==> src/rtl/mod_n_updown_chain.sv <==
// Cascade of DIGITS mod-N up/down digit counters with parallel load, terminal count and wrap pulse.
// Optional build macro MOD_N_UPDOWN_CHAIN_SATURATE_EN: hold at the terminal state instead of wrapping.
module mod_n_updown_chain #(
  parameter int DW      = 4,
  parameter int N       = 10,
  parameter int DIGITS  = 2,
  parameter int RST_MAX = 1
) (
  input  logic                   clk_50MHz_i,
  input  logic                   rst_sync_ha_i,
  input  logic                   enable_i,
  input  logic                   up_i,
  input  logic                   load_i,
  input  logic [DIGITS*DW-1:0]   load_val_i,
  output logic [DIGITS*DW-1:0]   count_o,
  output logic                   tc_o,
  output logic                   wrapped_o
);

  localparam logic [DW-1:0]        MAXV    = DW'(N - 1);
  localparam logic [DIGITS*DW-1:0] RST_VAL = (RST_MAX != 0) ? {DIGITS{MAXV}} : '0;

  logic [DIGITS*DW-1:0] count_nxt;
  logic [DIGITS*DW-1:0] load_clamped;
  // step[k] means digit k moves this cycle; step[DIGITS] means every digit is at its terminal value.
  logic [DIGITS:0]      step;

  always_comb begin
    count_nxt    = count_o;
    load_clamped = '0;
    step         = '0;
    step[0]      = enable_i;
    for (int k = 0; k < DIGITS; k++) begin
      if (step[k]) begin
        if (up_i)
          count_nxt[k*DW +: DW] = (count_o[k*DW +: DW] == MAXV) ? '0 : count_o[k*DW +: DW] + 1'b1;
        else
          count_nxt[k*DW +: DW] = (count_o[k*DW +: DW] == '0) ? MAXV : count_o[k*DW +: DW] - 1'b1;
      end
      step[k+1] = step[k] & (up_i ? (count_o[k*DW +: DW] == MAXV) : (count_o[k*DW +: DW] == '0));
      load_clamped[k*DW +: DW] = (load_val_i[k*DW +: DW] > MAXV) ? MAXV : load_val_i[k*DW +: DW];
    end
  end

  assign tc_o = step[DIGITS];

  always_ff @(posedge clk_50MHz_i) begin
    if (rst_sync_ha_i) begin
      count_o   <= RST_VAL;
      wrapped_o <= 1'b0;
    end else if (load_i) begin
      count_o   <= load_clamped;
      wrapped_o <= 1'b0;
    end else begin
`ifdef MOD_N_UPDOWN_CHAIN_SATURATE_EN
      if (!tc_o)
        count_o <= count_nxt;
      wrapped_o <= 1'b0;
`else
      count_o   <= count_nxt;
      wrapped_o <= tc_o;
`endif
    end
  end

endmodule
==> config.mk <==
export PLATFORM = sky130hd
export DESIGN_NAME = mod_n_updown_chain
export DESIGN_NICKNAME = d
export VERILOG_FILES = /design/src/rtl/mod_n_updown_chain.sv
export SDC_FILE = /design/constraint.sdc
export NUM_CORES = 1
export LEC_CHECK = 0
export ABC_CLOCK_PERIOD_IN_PS = 2300
export BUFFER_PORTS_ARGS = -buffer_cell sky130_fd_sc_hd__buf_4
export CORE_MARGIN = 3
export CORE_UTILIZATION = 52
export CTS_CLUSTER_DIAMETER = 100
export CTS_CLUSTER_SIZE = 12
export DETAILED_ROUTE_END_ITERATION = 16
export PLACE_DENSITY = 0.83
export SYNTH_ARGS = -nofsm -noshare
export SYNTH_HDL_FRONTEND = slang
export SYNTH_SLANG_ARGS = --single-unit
==> constraint.sdc <==
create_clock -name clk_50MHz_i -period 2.3 [get_ports clk_50MHz_i]
set_input_delay 0.23 -clock clk_50MHz_i [delete_from_list [all_inputs] [get_ports clk_50MHz_i]]
set_output_delay 0.23 -clock clk_50MHz_i [all_outputs]
set_load 0.01 [all_outputs]
After elaboration in Yosys (flattened, before gate mapping) --
Index checks and enable logic that the tools add are counted.
Operators by class: equal/unequal tests 2, mux-type cells 13, bitwise operators 2, reductions and logical operators 5, add/subtract/negate cells 4, order comparisons 2
Operators by type and width (count):
- $mux 4 | 10
- $add 4x1->4 const B | 2
- $eq 4x4->1 const B | 2
- $gt 4x4->1 const B | 2
- $logic_not 4->1 | 2
- $mux 8 | 1
- $sub 4x1->4 const B | 2
- $reduce_bool 2->1 | 2
- $and 1x1->1 | 2
- $mux 1 | 2
- $reduce_or 2->1 | 1
Storage, ports and cells: register bits 9, output and inout port bits 10, bits of input ports 13, word-level logic and storage cells 31

Depth between registers and ports, before layout --
Gate-level depths: netlist of the first run.
depth in word-level cells 5, depth in mapped cells 5, gate-level depth less buffers 4

Least setup slack after synthesis of the first run --
OpenSTA, ideal clock, no wires.
path kind reg2reg, start reg count_o[0], end reg count_o[5], path buffers 1, stages on the path, launching flop included 6, arrival time 1.332 ns, slack 0.851 ns, period minus slack after synthesis 1.449 ns, setup time 0.117 ns, cells stage by stage dfxtp_1 > buf_6 > and3_1 > o2111ai_1 > mux2_1 > a22o_1
On the way: word-level cells in the longest chain between the ends 4, elaborated cells between the ends (all ways) 5, those cells by class eq/ne: 1; mux: 1; bitwise: 1; reduce/logical: 2
Ends and longest elaborated chain:
- start: declaration | RTL line 15 | output logic [DIGITS*DW-1:0] count_o,
- start signal: assignment | RTL line 52 | count_o <= load_clamped;
- start signal: assignment | RTL line 60 | count_o <= count_nxt;
- $eq 4x4->1 or $logic_not 4->1 (tied branches) | RTL line 40 | step[k+1] = step[k] & (up_i ? (count_o[k*DW +: DW] == MAXV) : (count_o[k*DW +: DW] == '0));
- $mux 1 (*) | RTL line 40
- $and 1x1->1 (*) | RTL line 40
- $reduce_bool 2->1 (no line) (*)
Every way passes the cells marked *; elsewhere a longest branch is shown, timed or not. A chain may end at the register's enable or synchronous reset.

Final worst setup path of the first run --
start reg count_o[0], end out tc_o
On the way: word-level cells in the longest chain between the ends 4, elaborated cells between the ends (all ways) 5, those cells by class eq/ne: 1; mux: 1; bitwise: 2; reduce/logical: 1
Ends and longest elaborated chain:
- $eq 4x4->1 or $logic_not 4->1 (tied branches) | RTL line 40
- $mux 1 (*) | RTL line 40
- $and 1x1->1 (*) (2 in a row) | RTL line 40
- end: declaration | RTL line 16 | output logic tc_o,
Marks and branches as above.

==> impl_results.html, run 1 <==
<table>
<tr><th>Metric</th><th>Value</th></tr>
<tr><th colspan="2">Clock network</th></tr>
<tr><td>Maximum buffer depth of the clock tree</td><td>2</td></tr>
<tr><td>Clock tree root driver cell</td><td>clkbuf_4</td></tr>
<tr><td>Buffer count from post-CTS setup fixing</td><td>0</td></tr>
<tr><td>Clk sink count</td><td>9</td></tr>
<tr><td>CTS H-tree depth</td><td>1</td></tr>
<tr><td>Num CTS Buffers</td><td>3</td></tr>
<tr><td>Clock latency of the later-clocked register in the worst-skew pair</td><td>between 0.2 and 0.3 ns</td></tr>
<tr><td>Clock transition at the register clock pins on the worst setup and hold paths after CTS</td><td>0.07 ns</td></tr>
<tr><td>Hold-fix buffers, CTS</td><td>0</td></tr>
<tr><td>Number of instances resized during post-cts repair</td><td>0</td></tr>
<tr><td>CTS tree</td><td>done</td></tr>
<tr><th colspan="2">Drt</th></tr>
<tr><td>Remaining routing DRC violations</td><td>0</td></tr>
<tr><td>Number of DRC markers in iteration 0</td><td>23</td></tr>
<tr><td>Drt pass-1 iters</td><td>4</td></tr>
<tr><td>Number of vias per cell after detailed routing</td><td>between 6 and 7</td></tr>
<tr><td>Number of vias in the routed layout</td><td>779</td></tr>
<tr><td>Post-DRT Antenna Nets</td><td>0</td></tr>
<tr><td>Mean routed wirelength per cell</td><td>14.28 um</td></tr>
<tr><td>Post-Route WL</td><td>1771 um</td></tr>
<tr><th colspan="2">STA</th></tr>
<tr><td>Number of setup violations in the final report</td><td>0</td></tr>
<tr><td>Setup clock skew after layout</td><td>0.005160 ns</td></tr>
<tr><td>Pin slew with the least headroom to its limit</td><td>0.4150 ns</td></tr>
<tr><td>Pins over their slew limit</td><td>0</td></tr>
<tr><td>Headroom to the max-slew limit</td><td>72.27%</td></tr>
<tr><td>Final critical path time including I/O delays and setup</td><td>1.770 ns</td></tr>
<tr><td>Final-layout setup total negative slack</td><td>0 ns</td></tr>
<tr><td>Final Cycle Share</td><td>between 70 and 80%</td></tr>
<tr><td>Max Clk Rate</td><td>~570 MHz</td></tr>
<tr><td>Hold WS</td><td>0.1932 ns</td></tr>
<tr><td>Setup repair after global routing missed its margin</td><td>false</td></tr>
<tr><td>Final hold violation count</td><td>0</td></tr>
<tr><th colspan="2">Die</th></tr>
<tr><td>Vertical die dimension</td><td>43.26 um</td></tr>
<tr><td>Core region area</td><td>1201 um2</td></tr>
<tr><td>Effective utilization at floorplan</td><td>between 60% and 70%</td></tr>
<tr><td>IO Count</td><td>23</td></tr>
<tr><td>Area of the die</td><td>between 1500 and 2000 um2</td></tr>
<tr><td>Chip width</td><td>43.26 um</td></tr>
<tr><td># rows</td><td>12</td></tr>
<tr><th colspan="2">Worst setup path</th></tr>
<tr><td>Critical path launch point type</td><td>flip-flop</td></tr>
<tr><td>Max stage delay on crit path</td><td>0.52 ns</td></tr>
<tr><td>Worst path arrival time</td><td>around 1.5 ns</td></tr>
<tr><td>Slowest CP cell</td><td>dfxtp_1</td></tr>
<tr><td>Worst path cell trace</td><td>and3_1 &gt; o211ai_2 &gt; nor2_1 &gt; buf_4</td></tr>
<tr><td>Kind of end point of the critical path</td><td>primary output</td></tr>
<tr><td>Largest fanout on the critical path</td><td>9</td></tr>
<tr><td>Largest delay contributor family on the critical path</td><td>flip-flops</td></tr>
<tr><td>Number of buffers and inverters on the critical path</td><td>1</td></tr>
<tr><td>Crit path kind</td><td>flip-flop to primary output</td></tr>
<tr><td>Worst Path Required</td><td>2.07 ns</td></tr>
<tr><th colspan="2">Cells and area</th></tr>
<tr><td>Register area</td><td>180.2 um2</td></tr>
<tr><td>Fraction of final layout cells sized beyond drive strength 1</td><td>28.18%</td></tr>
<tr><td>Final Cell Area</td><td>880.8 um2</td></tr>
<tr><td>Relative area change from synthesis to final layout</td><td>22.01%</td></tr>
<tr><td>Util after Layout</td><td>73.33%</td></tr>
<tr><td>FILL cells</td><td>88</td></tr>
<tr><td>Number of nets in the finished design</td><td>about 120</td></tr>
<tr><td>Number of antenna cells inserted</td><td>0</td></tr>
<tr><td>Area of the multi-input gates</td><td>473.0 um2</td></tr>
<tr><td>Final non-filler cell total</td><td>~120</td></tr>
<tr><th colspan="2">Placement</th></tr>
<tr><td>Cell count after placement</td><td>120</td></tr>
<tr><td>Placed standard-cell area</td><td>about 850 um2</td></tr>
<tr><td>Routability Congestion</td><td>~0.8</td></tr>
<tr><td>DPL Wire Length</td><td>about 1300 um</td></tr>
<tr><td># port buffers</td><td>22</td></tr>
<tr><th colspan="2">Synth</th></tr>
<tr><td>Count of unique library cells instantiated by Yosys</td><td>39</td></tr>
<tr><td>Ys Warns</td><td>0</td></tr>
<tr><td>Number of cells produced by synthesis</td><td>93</td></tr>
<tr><td>Yosys top cell area share</td><td>24.96%</td></tr>
<tr><td>Synthesized flop and latch total</td><td>9</td></tr>
<tr><td>Net count of the mapped netlist</td><td>106</td></tr>
<tr><td>Mean area per synthesized cell</td><td>7.763 um2</td></tr>
<tr><td>Cell type with the highest aggregate area in the netlist</td><td>dfxtp_1</td></tr>
<tr><td>Sequential element share of the synthesized area</td><td>between 20% and 30%</td></tr>
<tr><td>Cell types occupying the most area after synthesis</td><td>dfxtp_1 (25%), a21oi_1 (5.5%), o21ai_0 (5.5%)</td></tr>
<tr><td>Total standard cell area after synthesis</td><td>721.9 um2</td></tr>
<tr><th colspan="2">GRT</th></tr>
<tr><td>Number of global-route vias before repair</td><td>slightly below 700</td></tr>
<tr><td>Wire length of the first global-routing pass</td><td>2994 um</td></tr>
<tr><td>Largest net degree at the start of global routing</td><td>19</td></tr>
<tr><td>Global-route total usage across every layer</td><td>a little over a fifth</td></tr>
<tr><td>GR Overflow Total</td><td>0</td></tr>
<tr><td>Antenna violations before repair</td><td>0</td></tr>
<tr><th colspan="2">Power and ir drop</th></tr>
<tr><td>Leak</td><td>around 0.37 nW</td></tr>
<tr><td>Max VDD drop</td><td>between 0.3 and 0.4 mV</td></tr>
<tr><td>Pwr per Cell Area</td><td>503.2 nW/um2</td></tr>
<tr><th colspan="2">Run status</th></tr>
<tr><td>Result of the run</td><td>finished clean</td></tr>
<tr><th colspan="2">Job</th></tr>
<tr><td>Max-cap violations</td><td>0</td></tr>
<tr><th colspan="2">Worst hold path</th></tr>
<tr><td>Min-delay worst type</td><td>primary input to flip-flop</td></tr>
</table>
-- cells in the final DEF, fill, tap and decap left out, drive strengths merged --
master / n
buf: 22
o41ai: 1
nand3b: 3
o41a: 1
a22o: 1
nor4b: 1
xor2: 1
nor4: 2
nand2: 2
nor3: 5
nor4bb: 1
inv: 5
a21oi: 8
clkbuf: 4
nor2: 9
nor3b: 1
a211o: 1
a22oi: 1
mux2: 1
dfxtp: 9
xnor2: 3
o21bai: 1
o31ai: 2
o211ai: 1
and3: 3
a221oi: 2
mux2i: 1
a31o: 1
and2: 1
o21a: 1
o2111ai: 1
o21ai: 8
nand2b: 3
a211oi: 3
-- metal layers --
layer | part of all wire (%) | routed length [um] | GRT usage (%) | up-vias
met5 | 0 | 0 | 0 | -
met4 | 1.9 | 34 | 12.65 | 0
met3 | 8.6 | 152 | 7.627 | 5
met2 | 45 | 791 | 30.09 | 36
met1 | 45 | 793 | 28.25 | 360
li1 | - | - | - | 378
-- flip-flops by register name, indices dropped and copies added (netlist names) --
signal	count
wrapped_o	1
count_o	8
-- Yosys cell counts, drive strengths merged --
library cell  count
a21oi             8
nand2b            3
a22o              1
nand3b            3
nor4bb            1
a221oi            2
nor4b             1
nor3              5
dfxtp             9
nor4              2
o21ai             8
a31o              1
nand2             2
mux2i             1
o41a              1
a211o             1
nor2              9
o31ai             2
xor2              1
buf               6
a22oi             1
and2              1
a211oi            3
xnor2             3
o211ai            1
o41ai             1
o2111ai           1
nor3b             1
clkbuf            3
o21a              1
and3              3
o21bai            1
mux2              1
inv               5
-- final timing paths --
kind / from / endpoint / slack [ns] / depth (start not counted)
setup reg to reg: count_o[0] / count_o[7] / 0.74 / 4
setup / recovery: count_o[0] / tc_o / 0.53 / 4
hold reg to reg: count_o[7] / count_o[7] / 0.56 / 2
hold / removal: load_val_i[3] / count_o[3] / 0.19 / 3
-- worst min-delay path, stage by stage --
cell,delay (ns)
buf_4,0.09
a21oi_1,0.06
o31ai_1,0.05
-- report_power, final --
group / leakage (nW) / switching (W) / internal, W
Combinational: 0.276 / 0.0000598 / 0.0000626
Sequential: 0.0741 / 0.0000206 / 0.000166
Clock: 0.0150 / 0.0000673 / 0.0000674
Total: 0.365 / 0.000148 / 0.000296
-- cell type report --
class,count,area share (%)
clock buffers,4,2.983
inverters,5,2.131
multi-input cells,70,53.69
flip-flops and latches,9,20.45
well taps,14,1.989
repair buffers,22,18.75
-- kinds of logic (layout without fill, tap and decap cells) --
group	count (synthesis)	after routing	synth area share, %
multiplexers	2	2	2.946
AND/OR/NAND/NOR	31	31	25.65
flip-flops	9	9	24.96
buffers and inverters	14	31	9.533
XOR/XNOR	4	4	4.854
AO/OA/AOI/OAI	33	33	32.06
-- stage by stage --
| step | total power [W] | setup WS [ns] |
|---|---|---|
| after CTS | 0.0004480 | 0.5213 |
| after global placement | 0.0003077 | 0.8448 |
| after floorplan | 0.0002697 | 0.8511 |
| final | 0.0004433 | 0.5303 |
| after global routing | 0.0004723 | 0.4296 |
| after detailed placement | 0.0003110 | 0.7597 |
No activity file was read; power rests on OpenSTA's default activity.
==> inputs of run 2 (changes only) <==
==> config.mk (replaced) <==
export PLATFORM = sky130hd
export DESIGN_NAME = mod_n_updown_chain
export DESIGN_NICKNAME = d
export VERILOG_FILES = /design/src/rtl/mod_n_updown_chain.sv
export SDC_FILE = /design/constraint.sdc
export NUM_CORES = 1
export LEC_CHECK = 0
export ABC_CLOCK_PERIOD_IN_PS = 1800
export BUFFER_PORTS_ARGS = -buffer_cell sky130_fd_sc_hd__buf_4
export CORE_MARGIN = 3
export CORE_UTILIZATION = 49
export CTS_CLUSTER_DIAMETER = 100
export CTS_CLUSTER_SIZE = 12
export DETAILED_ROUTE_END_ITERATION = 16
export PLACE_DENSITY = 0.79
export SYNTH_ARGS = -nofsm -noshare
export SYNTH_HDL_FRONTEND = slang
export SYNTH_SLANG_ARGS = --single-unit
==> constraint.sdc (replaced) <==
create_clock -name clk_50MHz_i -period 1.8 [get_ports clk_50MHz_i]
set_input_delay 0.18 -clock clk_50MHz_i [delete_from_list [all_inputs] [get_ports clk_50MHz_i]]
set_output_delay 0.18 -clock clk_50MHz_i [all_outputs]
set_load 0.01 [all_outputs]
==> run 2 against run 1 <==
  * First-iteration DRC count fell by 52%
  * Die area rose by 5.3%
  * Clock skew barely moved
  * Final area rose by 0.14%
  * Critical endpoint unchanged
==> impl_results.html, run 2 (synthesized netlist as in run 1, its figures left out) <==
<table>
<tr><th>Metric</th><th>Value</th></tr>
<tr><th colspan="2">Cells and area</th></tr>
<tr><td>Commonest non-fill, non-tap cell in the layout</td><td>buf_4</td></tr>
<tr><td>Number of antenna cells inserted</td><td>0 (unchanged)</td></tr>
<tr><td>Leading registers by flop count</td><td>count_o (8), wrapped_o (1)</td></tr>
<tr><td>Number of nets in the finished design</td><td>124 (unchanged)</td></tr>
<tr><td>Area of the multi-input gates</td><td>473.0 um2 (unchanged)</td></tr>
<tr><td>Final non-filler cell total</td><td>125 (+0.81%)</td></tr>
<tr><td>Number of flip-flops under the largest register name</td><td>8 (unchanged)</td></tr>
<tr><td>Register area</td><td>180.2 um2 (unchanged)</td></tr>
<tr><td>Fraction of final layout cells sized beyond drive strength 1</td><td>28.18% (unchanged)</td></tr>
<tr><td>Most used cells in the layout excluding fill and tap cells</td><td>buf_4 (22), nor2_1 (9), dfxtp_1 (9)</td></tr>
<tr><td>Relative area change from synthesis to final layout</td><td>22.18%</td></tr>
<tr><td>FILL cells</td><td>129 (+47%)</td></tr>
<tr><td>Register containing the most flip-flops in the final layout</td><td>count_o</td></tr>
<tr><th colspan="2">Die</th></tr>
<tr><td># rows</td><td>13 (+1)</td></tr>
<tr><td>Effective utilization at floorplan</td><td>54.13% (-6.0 points)</td></tr>
<tr><td>IO Count</td><td>23 (unchanged)</td></tr>
<tr><td>Area of the die</td><td>1970 um2 (+5.3%)</td></tr>
<tr><td>Chip width</td><td>44.39 um (+2.6%)</td></tr>
<tr><td>Core region area</td><td>1334 um2 (+11%)</td></tr>
<tr><td>Vertical die dimension</td><td>44.39 um (+2.6%)</td></tr>
<tr><th colspan="2">Clock network</th></tr>
<tr><td>Maximum buffer depth of the clock tree</td><td>2 (unchanged)</td></tr>
<tr><td>Clk sink count</td><td>9 (unchanged)</td></tr>
<tr><td>CTS H-tree depth</td><td>1 (unchanged)</td></tr>
<tr><td>Buffer count from post-CTS setup fixing</td><td>0 (unchanged)</td></tr>
<tr><td>CTS tree</td><td>done</td></tr>
<tr><td>Clock transition at the register clock pins on the worst setup and hold paths after CTS</td><td>0.07 ns (about the same)</td></tr>
<tr><td>Clock latency of the later-clocked register in the worst-skew pair</td><td>0.27 ns (about the same)</td></tr>
<tr><td>Hold-fix buffers, CTS</td><td>0 (unchanged)</td></tr>
<tr><td>Num CTS Buffers</td><td>3 (unchanged)</td></tr>
<tr><td>Clock tree root driver cell</td><td>clkbuf_4</td></tr>
<tr><td>Number of instances resized during post-cts repair</td><td>0 (unchanged)</td></tr>
<tr><th colspan="2">STA</th></tr>
<tr><td>Final-layout setup total negative slack</td><td>0 ns (unchanged)</td></tr>
<tr><td>Final Cycle Share</td><td>around 94%</td></tr>
<tr><td>Setup repair after global routing missed its margin</td><td>false</td></tr>
<tr><td>Setup clock skew after layout</td><td>0.004690 ns (-0.0004698 ns)</td></tr>
<tr><td>Final critical path time including I/O delays and setup</td><td>approximately 1.7 ns</td></tr>
<tr><td>Final hold violation count</td><td>0 (unchanged)</td></tr>
<tr><td>Number of setup violations in the final report</td><td>0 (unchanged)</td></tr>
<tr><td>Pins over their slew limit</td><td>0 (unchanged)</td></tr>
<tr><td>Headroom to the max-slew limit</td><td>72.36% (+0.086 points)</td></tr>
<tr><td>Max Clk Rate</td><td>594.0 MHz</td></tr>
<tr><td>Hold WS</td><td>0.1395 ns (-0.05373 ns)</td></tr>
<tr><td>Pin slew with the least headroom to its limit</td><td>0.4137 ns (-0.001285 ns)</td></tr>
<tr><th colspan="2">Worst setup path</th></tr>
<tr><td>Number of buffers and inverters on the critical path</td><td>1 (unchanged)</td></tr>
<tr><td>Kind of end point of the critical path</td><td>primary output</td></tr>
<tr><td>Slowest CP cell</td><td>dfxtp_1</td></tr>
<tr><td>Largest fanout on the critical path</td><td>9 (unchanged)</td></tr>
<tr><td>Worst flop-to-flop path startpoint</td><td>count_o[0]</td></tr>
<tr><td>Max stage delay on crit path</td><td>0.40 ns (-0.12 ns)</td></tr>
<tr><td>Worst path arrival time</td><td>1.50 ns (-0.04 ns)</td></tr>
<tr><td>Worst Path Required</td><td>1.62 ns (-0.45 ns)</td></tr>
<tr><td>Critical path launch point type</td><td>flip-flop</td></tr>
<tr><td>Depth of the most critical reg-to-reg path</td><td>4 (unchanged)</td></tr>
<tr><td>Register-to-register path setup slack</td><td>0.25 ns (-0.49 ns)</td></tr>
<tr><td>Start point of the critical path</td><td>count_o[0]</td></tr>
<tr><td>Crit path kind</td><td>flip-flop to primary output</td></tr>
<tr><td>Stages on worst setup path</td><td>4 (unchanged)</td></tr>
<tr><td>Largest delay contributor family on the critical path</td><td>flip-flops</td></tr>
<tr><td>Worst path cell trace</td><td>and3_1 &gt; o211ai_2 &gt; nor2_1 &gt; buf_4</td></tr>
<tr><th colspan="2">Drt</th></tr>
<tr><td>Number of vias per cell after detailed routing</td><td>5.840 (-7.0%)</td></tr>
<tr><td>Number of DRC markers in iteration 0</td><td>11 (-52%)</td></tr>
<tr><td>Drt pass-1 iters</td><td>4 (unchanged)</td></tr>
<tr><td>Post-Route WL</td><td>1725 um (-2.6%)</td></tr>
<tr><td>Remaining routing DRC violations</td><td>0 (unchanged)</td></tr>
<tr><td>Mean routed wirelength per cell</td><td>13.80 um (-3.4%)</td></tr>
<tr><td>Number of vias in the routed layout</td><td>730 (-6.3%)</td></tr>
<tr><td>Post-DRT Antenna Nets</td><td>0 (unchanged)</td></tr>
<tr><th colspan="2">Job</th></tr>
<tr><td>Max-cap violations</td><td>0 (unchanged)</td></tr>
<tr><th colspan="2">Placement</th></tr>
<tr><td># port buffers</td><td>22 (unchanged)</td></tr>
<tr><td>Cell count after placement</td><td>121 (+0.83%)</td></tr>
<tr><td>DPL Wire Length</td><td>1321 um (about the same)</td></tr>
<tr><td>Routability Congestion</td><td>0.8217 (+1.0%)</td></tr>
<tr><th colspan="2">Worst hold path</th></tr>
<tr><td>Cell depth of the worst min-delay path</td><td>2 (-1)</td></tr>
<tr><td>Min-delay worst type</td><td>primary input to flip-flop</td></tr>
<tr><td>Hold path startpoint</td><td>load_val_i[5]</td></tr>
<tr><th colspan="2">GRT</th></tr>
<tr><td>Antenna violations before repair</td><td>0 (unchanged)</td></tr>
<tr><td>Global-route total usage across every layer</td><td>18.96% (-2.7 points)</td></tr>
<tr><td>Wire length of the first global-routing pass</td><td>2711 um (-9.5%)</td></tr>
<tr><td>Number of global-route vias before repair</td><td>659 (-3.7%)</td></tr>
<tr><td>GR Overflow Total</td><td>0 (unchanged)</td></tr>
<tr><td>Largest net degree at the start of global routing</td><td>19 (unchanged)</td></tr>
<tr><th colspan="2">Run status</th></tr>
<tr><td>Result of the run</td><td>finished clean</td></tr>
<tr><th colspan="2">Power and ir drop</th></tr>
<tr><td>Pwr per Cell Area</td><td>630.1 nW/um2 (+25%)</td></tr>
<tr><td>Max VDD drop</td><td>0.4215 mV (+20%)</td></tr>
<tr><td>Leak</td><td>0.3654 nW (unchanged)</td></tr>
</table>
run 2: cell counts in the layout (fill, tap and decap cells not counted):
Identical to the previous run, type by type.
run 2: layout make-up:
| type | count | area share, % |
|---|---|---|
| clock buffers | 4 | 2.979 |
| inverters | 5 | 2.128 |
| multi-input cells | 70 | 53.62 |
| flip-flops and latches | 9 | 20.43 |
| well taps | 15 | 2.128 |
| repair buffers | 22 | 18.72 |
run 2: path summary, 6_finish.rpt:
path	endpoint
max reg2reg	count_o[7]
min	count_o[5]
min reg2reg	count_o[7]
max	tc_o
run 2: through the flow:
step | util, % | total power [W] | area, um2 | setup slack (ns)
floorplan | - | 0.0003446 | 721.9 | 0.3511
global placement | 64.17 | 0.0003921 | 855.8 | 0.3435
detailed placement | 64.17 | 0.0003975 | 855.8 | 0.2843
CTS | 66.14 | 0.0005643 | 882.1 | 0.1155
global route | 66.14 | 0.0005840 | 882.1 | 0.07013
finish | 66.14 | 0.0005558 | 882.1 | 0.1166
run 2: power by group:
part           internal, W  total, W  leakage [nW]  switching, W
Combinational    0.0000800  0.000155         0.276     0.0000753
Sequential        0.000212  0.000237        0.0741     0.0000255
Clock            0.0000858  0.000163        0.0150     0.0000776
run 2: per-layer routing:
layer / vias to the layer above / wire length [um] / global-route usage (%) / part of all wire, %
met5: - / 0 / 0 / 0
met4: 0 / 30 / 9.036 / 1.7
met3: 5 / 66 / 4.878 / 3.8
met2: 13 / 971 / 36.34 / 56
met1: 336 / 656 / 18.47 / 38
li1: 376 / - / - / -
run 2: worst register-to-register path, stage by stage, from the launching register on:
cell	delay (ns)
dfxtp_1	0.50
and3_1	0.26
o211ai_2	0.20
o41a_1	0.45
o31ai_1	0.06
==> inputs of run 3 (changes only) <==
--- a/config.mk
+++ b/config.mk
@@ -13,6 +13,7 @@
 export CTS_CLUSTER_SIZE = 12
 export DETAILED_ROUTE_END_ITERATION = 16
 export PLACE_DENSITY = 0.79
+export RECOVER_POWER = 50
 export SYNTH_ARGS = -nofsm -noshare
 export SYNTH_HDL_FRONTEND = slang
 export SYNTH_SLANG_ARGS = --single-unit
==> run 3 against run 2 <==
  * Maximum frequency fell by 0.68%
  * Sequential power hardly changed
  * Clock skew is 0.0047 ns higher
  * Wire length up 1.1%
  * Sequential share of layout area rose by 0.72 points
  * Register-to-register slack barely moved
  * Combinational power shrank 5%
  * Global-route usage is the same
  * Cell count unchanged
  * Core utilization shrank 2.3 points
  * Power fell by 0.98%
  * Via count increased by 1.9%
==> impl_results.html, run 3 (synthesized netlist as in run 1, its figures left out) <==
<table>
<tr><th>Metric</th><th>Value</th></tr>
<tr><th colspan="2">Drt</th></tr>
<tr><td>Post-Route WL</td><td>1744 um (+1.1%)</td></tr>
<tr><td>Number of vias per cell after detailed routing</td><td>5.952 (+1.9%)</td></tr>
<tr><td>Number of DRC markers in iteration 0</td><td>7 (-4)</td></tr>
<tr><td>Number of vias in the routed layout</td><td>744 (+1.9%)</td></tr>
<tr><td>Remaining routing DRC violations</td><td>0 (unchanged)</td></tr>
<tr><td>Mean routed wirelength per cell</td><td>13.95 um (+1.1%)</td></tr>
<tr><td>Drt pass-1 iters</td><td>3 (-1)</td></tr>
<tr><td>Post-DRT Antenna Nets</td><td>0 (unchanged)</td></tr>
<tr><th colspan="2">Cells and area</th></tr>
<tr><td>FILL cells</td><td>140 (+8.5%)</td></tr>
<tr><td>Number of antenna cells inserted</td><td>0 (unchanged)</td></tr>
<tr><td>Register containing the most flip-flops in the final layout</td><td>count_o</td></tr>
<tr><td>Commonest non-fill, non-tap cell in the layout</td><td>buf_4</td></tr>
<tr><td>Number of nets in the finished design</td><td>124 (unchanged)</td></tr>
<tr><td>Relative area change from synthesis to final layout</td><td>18.02%</td></tr>
<tr><td>Most used cells in the layout excluding fill and tap cells</td><td>buf_4 (14), nor2_1 (9), clkbuf_1 (9), dfxtp_1 (9)</td></tr>
<tr><td>Number of flip-flops under the largest register name</td><td>8 (unchanged)</td></tr>
<tr><td>Leading registers by flop count</td><td>count_o (8), wrapped_o (1)</td></tr>
<tr><td>Fraction of final layout cells sized beyond drive strength 1</td><td>20.91% (-7.3 points)</td></tr>
<tr><th colspan="2">STA</th></tr>
<tr><td>Setup clock skew after layout</td><td>0.009440 ns (+0.004750 ns)</td></tr>
<tr><td>Headroom to the max-slew limit</td><td>72.95% (+0.59 points)</td></tr>
<tr><td>Final critical path time including I/O delays and setup</td><td>1.695 ns (+0.01150 ns)</td></tr>
<tr><td>Final hold violation count</td><td>0 (unchanged)</td></tr>
<tr><td>Final-layout setup total negative slack</td><td>0 ns (unchanged)</td></tr>
<tr><td>Final Cycle Share</td><td>94.16% (+0.64 points)</td></tr>
<tr><td>Setup repair after global routing missed its margin</td><td>false</td></tr>
<tr><td>Pins over their slew limit</td><td>0 (unchanged)</td></tr>
<tr><td>Pin slew with the least headroom to its limit</td><td>0.4049 ns (-0.008781 ns)</td></tr>
<tr><td>Max Clk Rate</td><td>590.0 MHz (-0.68%)</td></tr>
<tr><td>Number of setup violations in the final report</td><td>0 (unchanged)</td></tr>
<tr><th colspan="2">Worst setup path</th></tr>
<tr><td>Kind of end point of the critical path</td><td>primary output</td></tr>
<tr><td>Depth of the most critical reg-to-reg path</td><td>4 (unchanged)</td></tr>
<tr><td>Crit path kind</td><td>flip-flop to primary output</td></tr>
<tr><td>Start point of the critical path</td><td>count_o[0]</td></tr>
<tr><td>Worst flop-to-flop path startpoint</td><td>count_o[0]</td></tr>
<tr><td>Max stage delay on crit path</td><td>0.40 ns (about the same)</td></tr>
<tr><td>R2R Path End</td><td>count_o[7]</td></tr>
<tr><td>Largest fanout on the critical path</td><td>9 (unchanged)</td></tr>
<tr><td>Number of buffers and inverters on the critical path</td><td>1 (unchanged)</td></tr>
<tr><td>Register-to-register path setup slack</td><td>0.24 ns (about the same)</td></tr>
<tr><td>Worst path cell trace</td><td>and3_1 &gt; o211ai_2 &gt; nor2_1 &gt; buf_4</td></tr>
<tr><td>Slowest CP cell</td><td>dfxtp_1</td></tr>
<tr><td>Largest delay contributor family on the critical path</td><td>flip-flops</td></tr>
<tr><td>Worst setup endpoint</td><td>tc_o</td></tr>
<tr><td>Stages on worst setup path</td><td>4 (unchanged)</td></tr>
<tr><td>Worst path arrival time</td><td>1.51 ns (about the same)</td></tr>
<tr><td>Worst Path Required</td><td>1.62 ns (about the same)</td></tr>
<tr><td>Critical path launch point type</td><td>flip-flop</td></tr>
<tr><th colspan="2">Die</th></tr>
<tr><td># rows</td><td>13 (unchanged)</td></tr>
<tr><td>Vertical die dimension</td><td>44.39 um (unchanged)</td></tr>
<tr><td>IO Count</td><td>23 (unchanged)</td></tr>
<tr><td>Effective utilization at floorplan</td><td>54.13% (unchanged)</td></tr>
<tr><td>Area of the die</td><td>1970 um2 (unchanged)</td></tr>
<tr><td>Core region area</td><td>1334 um2 (unchanged)</td></tr>
<tr><td>Chip width</td><td>44.39 um (unchanged)</td></tr>
<tr><th colspan="2">Power and ir drop</th></tr>
<tr><td>Leak</td><td>0.3362 nW (-8.0%)</td></tr>
<tr><td>Pwr per Cell Area</td><td>645.9 nW/um2 (+2.5%)</td></tr>
<tr><td>Sequential share of power</td><td>43.0% (+0.3 points)</td></tr>
<tr><td>Proportion of power drawn by the clock network</td><td>30.2% (+0.8 points)</td></tr>
<tr><td>Combinational power share</td><td>26.7% (-1.2 points)</td></tr>
<tr><td>Switching power</td><td>0.0001813 W (+1.6%)</td></tr>
<tr><td>Internal power</td><td>0.0003690 W (-2.2%)</td></tr>
<tr><td>Max VDD drop</td><td>0.4142 mV (-1.7%)</td></tr>
<tr><td>Final Power</td><td>0.0005503 W (-0.98%)</td></tr>
<tr><td>Sw Ratio</td><td>32.94% (+0.84 points)</td></tr>
<tr><th colspan="2">Placement</th></tr>
<tr><td>DPL Wire Length</td><td>1321 um (unchanged)</td></tr>
<tr><td>Routability Congestion</td><td>0.8217 (unchanged)</td></tr>
<tr><td># port buffers</td><td>22 (unchanged)</td></tr>
<tr><th colspan="2">Worst hold path</th></tr>
<tr><td>Min-delay worst type</td><td>primary input to flip-flop</td></tr>
<tr><th colspan="2">Clock network</th></tr>
<tr><td>Num CTS Buffers</td><td>3 (unchanged)</td></tr>
<tr><td>Clk sink count</td><td>9 (unchanged)</td></tr>
<tr><td>CTS H-tree depth</td><td>1 (unchanged)</td></tr>
<tr><td>Clock transition at the register clock pins on the worst setup and hold paths after CTS</td><td>0.07 ns (about the same)</td></tr>
<tr><td>Clock latency of the later-clocked register in the worst-skew pair</td><td>0.27 ns (about the same)</td></tr>
<tr><td>Clock tree root driver cell</td><td>clkbuf_4</td></tr>
<tr><td>Hold-fix buffers, CTS</td><td>0 (unchanged)</td></tr>
<tr><td>Number of instances resized during post-cts repair</td><td>0 (unchanged)</td></tr>
<tr><td>Maximum buffer depth of the clock tree</td><td>2 (unchanged)</td></tr>
<tr><td>CTS tree</td><td>done</td></tr>
<tr><td>Buffer count from post-CTS setup fixing</td><td>0 (unchanged)</td></tr>
<tr><th colspan="2">GRT</th></tr>
<tr><td>Global-route total usage across every layer</td><td>18.96% (unchanged)</td></tr>
<tr><td>Antenna violations before repair</td><td>0 (unchanged)</td></tr>
<tr><td>Wire length of the first global-routing pass</td><td>2711 um (unchanged)</td></tr>
<tr><td>GR Overflow Total</td><td>0 (unchanged)</td></tr>
<tr><td>Largest net degree at the start of global routing</td><td>19 (unchanged)</td></tr>
<tr><td>Number of global-route vias before repair</td><td>659 (unchanged)</td></tr>
<tr><th colspan="2">Job</th></tr>
<tr><td>Max-cap violations</td><td>0 (unchanged)</td></tr>
<tr><th colspan="2">Run status</th></tr>
<tr><td>Result of the run</td><td>finished clean</td></tr>
</table>
run 3: power by group through the flow:
stage | logic, W | registers (W) | clock network [W]
2_1_floorplan | 0.000112 | 0.000232 | 0
3_3_place_gp | 0.000151 | 0.000241 | 0
3_5_place_dp | 0.000156 | 0.000242 | 0
4_1_cts | 0.000156 | 0.000237 | 0.000171
5_1_grt | 0.000163 | 0.000240 | 0.000173
6_report | 0.000147 | 0.000237 | 0.000166
run 3: cell type report:
class,instances,area (um2),share of cell area [%]
clock buffer,4,26.28,3.084
timing repair buffer,22,135.1,15.86
inverter,5,18.77,2.203
sequential,9,180.2,21.15
multi-input combinational,70,473.0,55.51
tap,15,18.77,2.203
run 3: stage by stage:
step | std cells | instance area (um2) | hold WS (ns) | utilization (%) | worst slack, ns
2_1_floorplan | 93 | 721.9 | 0.3068 | - | 0.3511
3_3_place_gp | 121 | 855.8 | 0.4076 | 64.17 | 0.3435
3_5_place_dp | 121 | 855.8 | 0.4130 | 64.17 | 0.2843
4_1_cts | 125 | 882.1 | 0.1333 | 66.14 | 0.1155
5_1_grt | 125 | 852.1 | 0.1573 | 63.88 | 0.07242
6_report | 125 | 852.1 | 0.1424 | 63.88 | 0.1051
run 3: worst min path at each step:
stage                     cells after the start           from  slack [ns]         end
after floorplan                               2  load_val_i[3]        0.31  count_o[3]
after global placement                        2  load_val_i[5]        0.41  count_o[5]
after detailed placement                      2  load_val_i[5]        0.41  count_o[5]
after CTS                                     2  load_val_i[5]        0.13  count_o[5]
after global routing                          2  load_val_i[5]        0.16  count_o[5]
final                                         2  load_val_i[5]        0.14  count_o[5]
run 3: layer usage:
layer | vias up | global-route usage (%) | part of all wire [%]
li1 | 377 | - | -
met1 | 349 | 18.47 | 39
met2 | 13 | 36.34 | 55
met3 | 5 | 4.878 | 4.0
met4 | 0 | 9.036 | 1.7
met5 | - | 0 | 0
run 3: worst register-to-register path: stages (launching register included):
cell      delay [ns]
dfxtp_1         0.50
and3_1          0.25
o211ai_2        0.20
o41a_1          0.45
o31ai_1         0.06
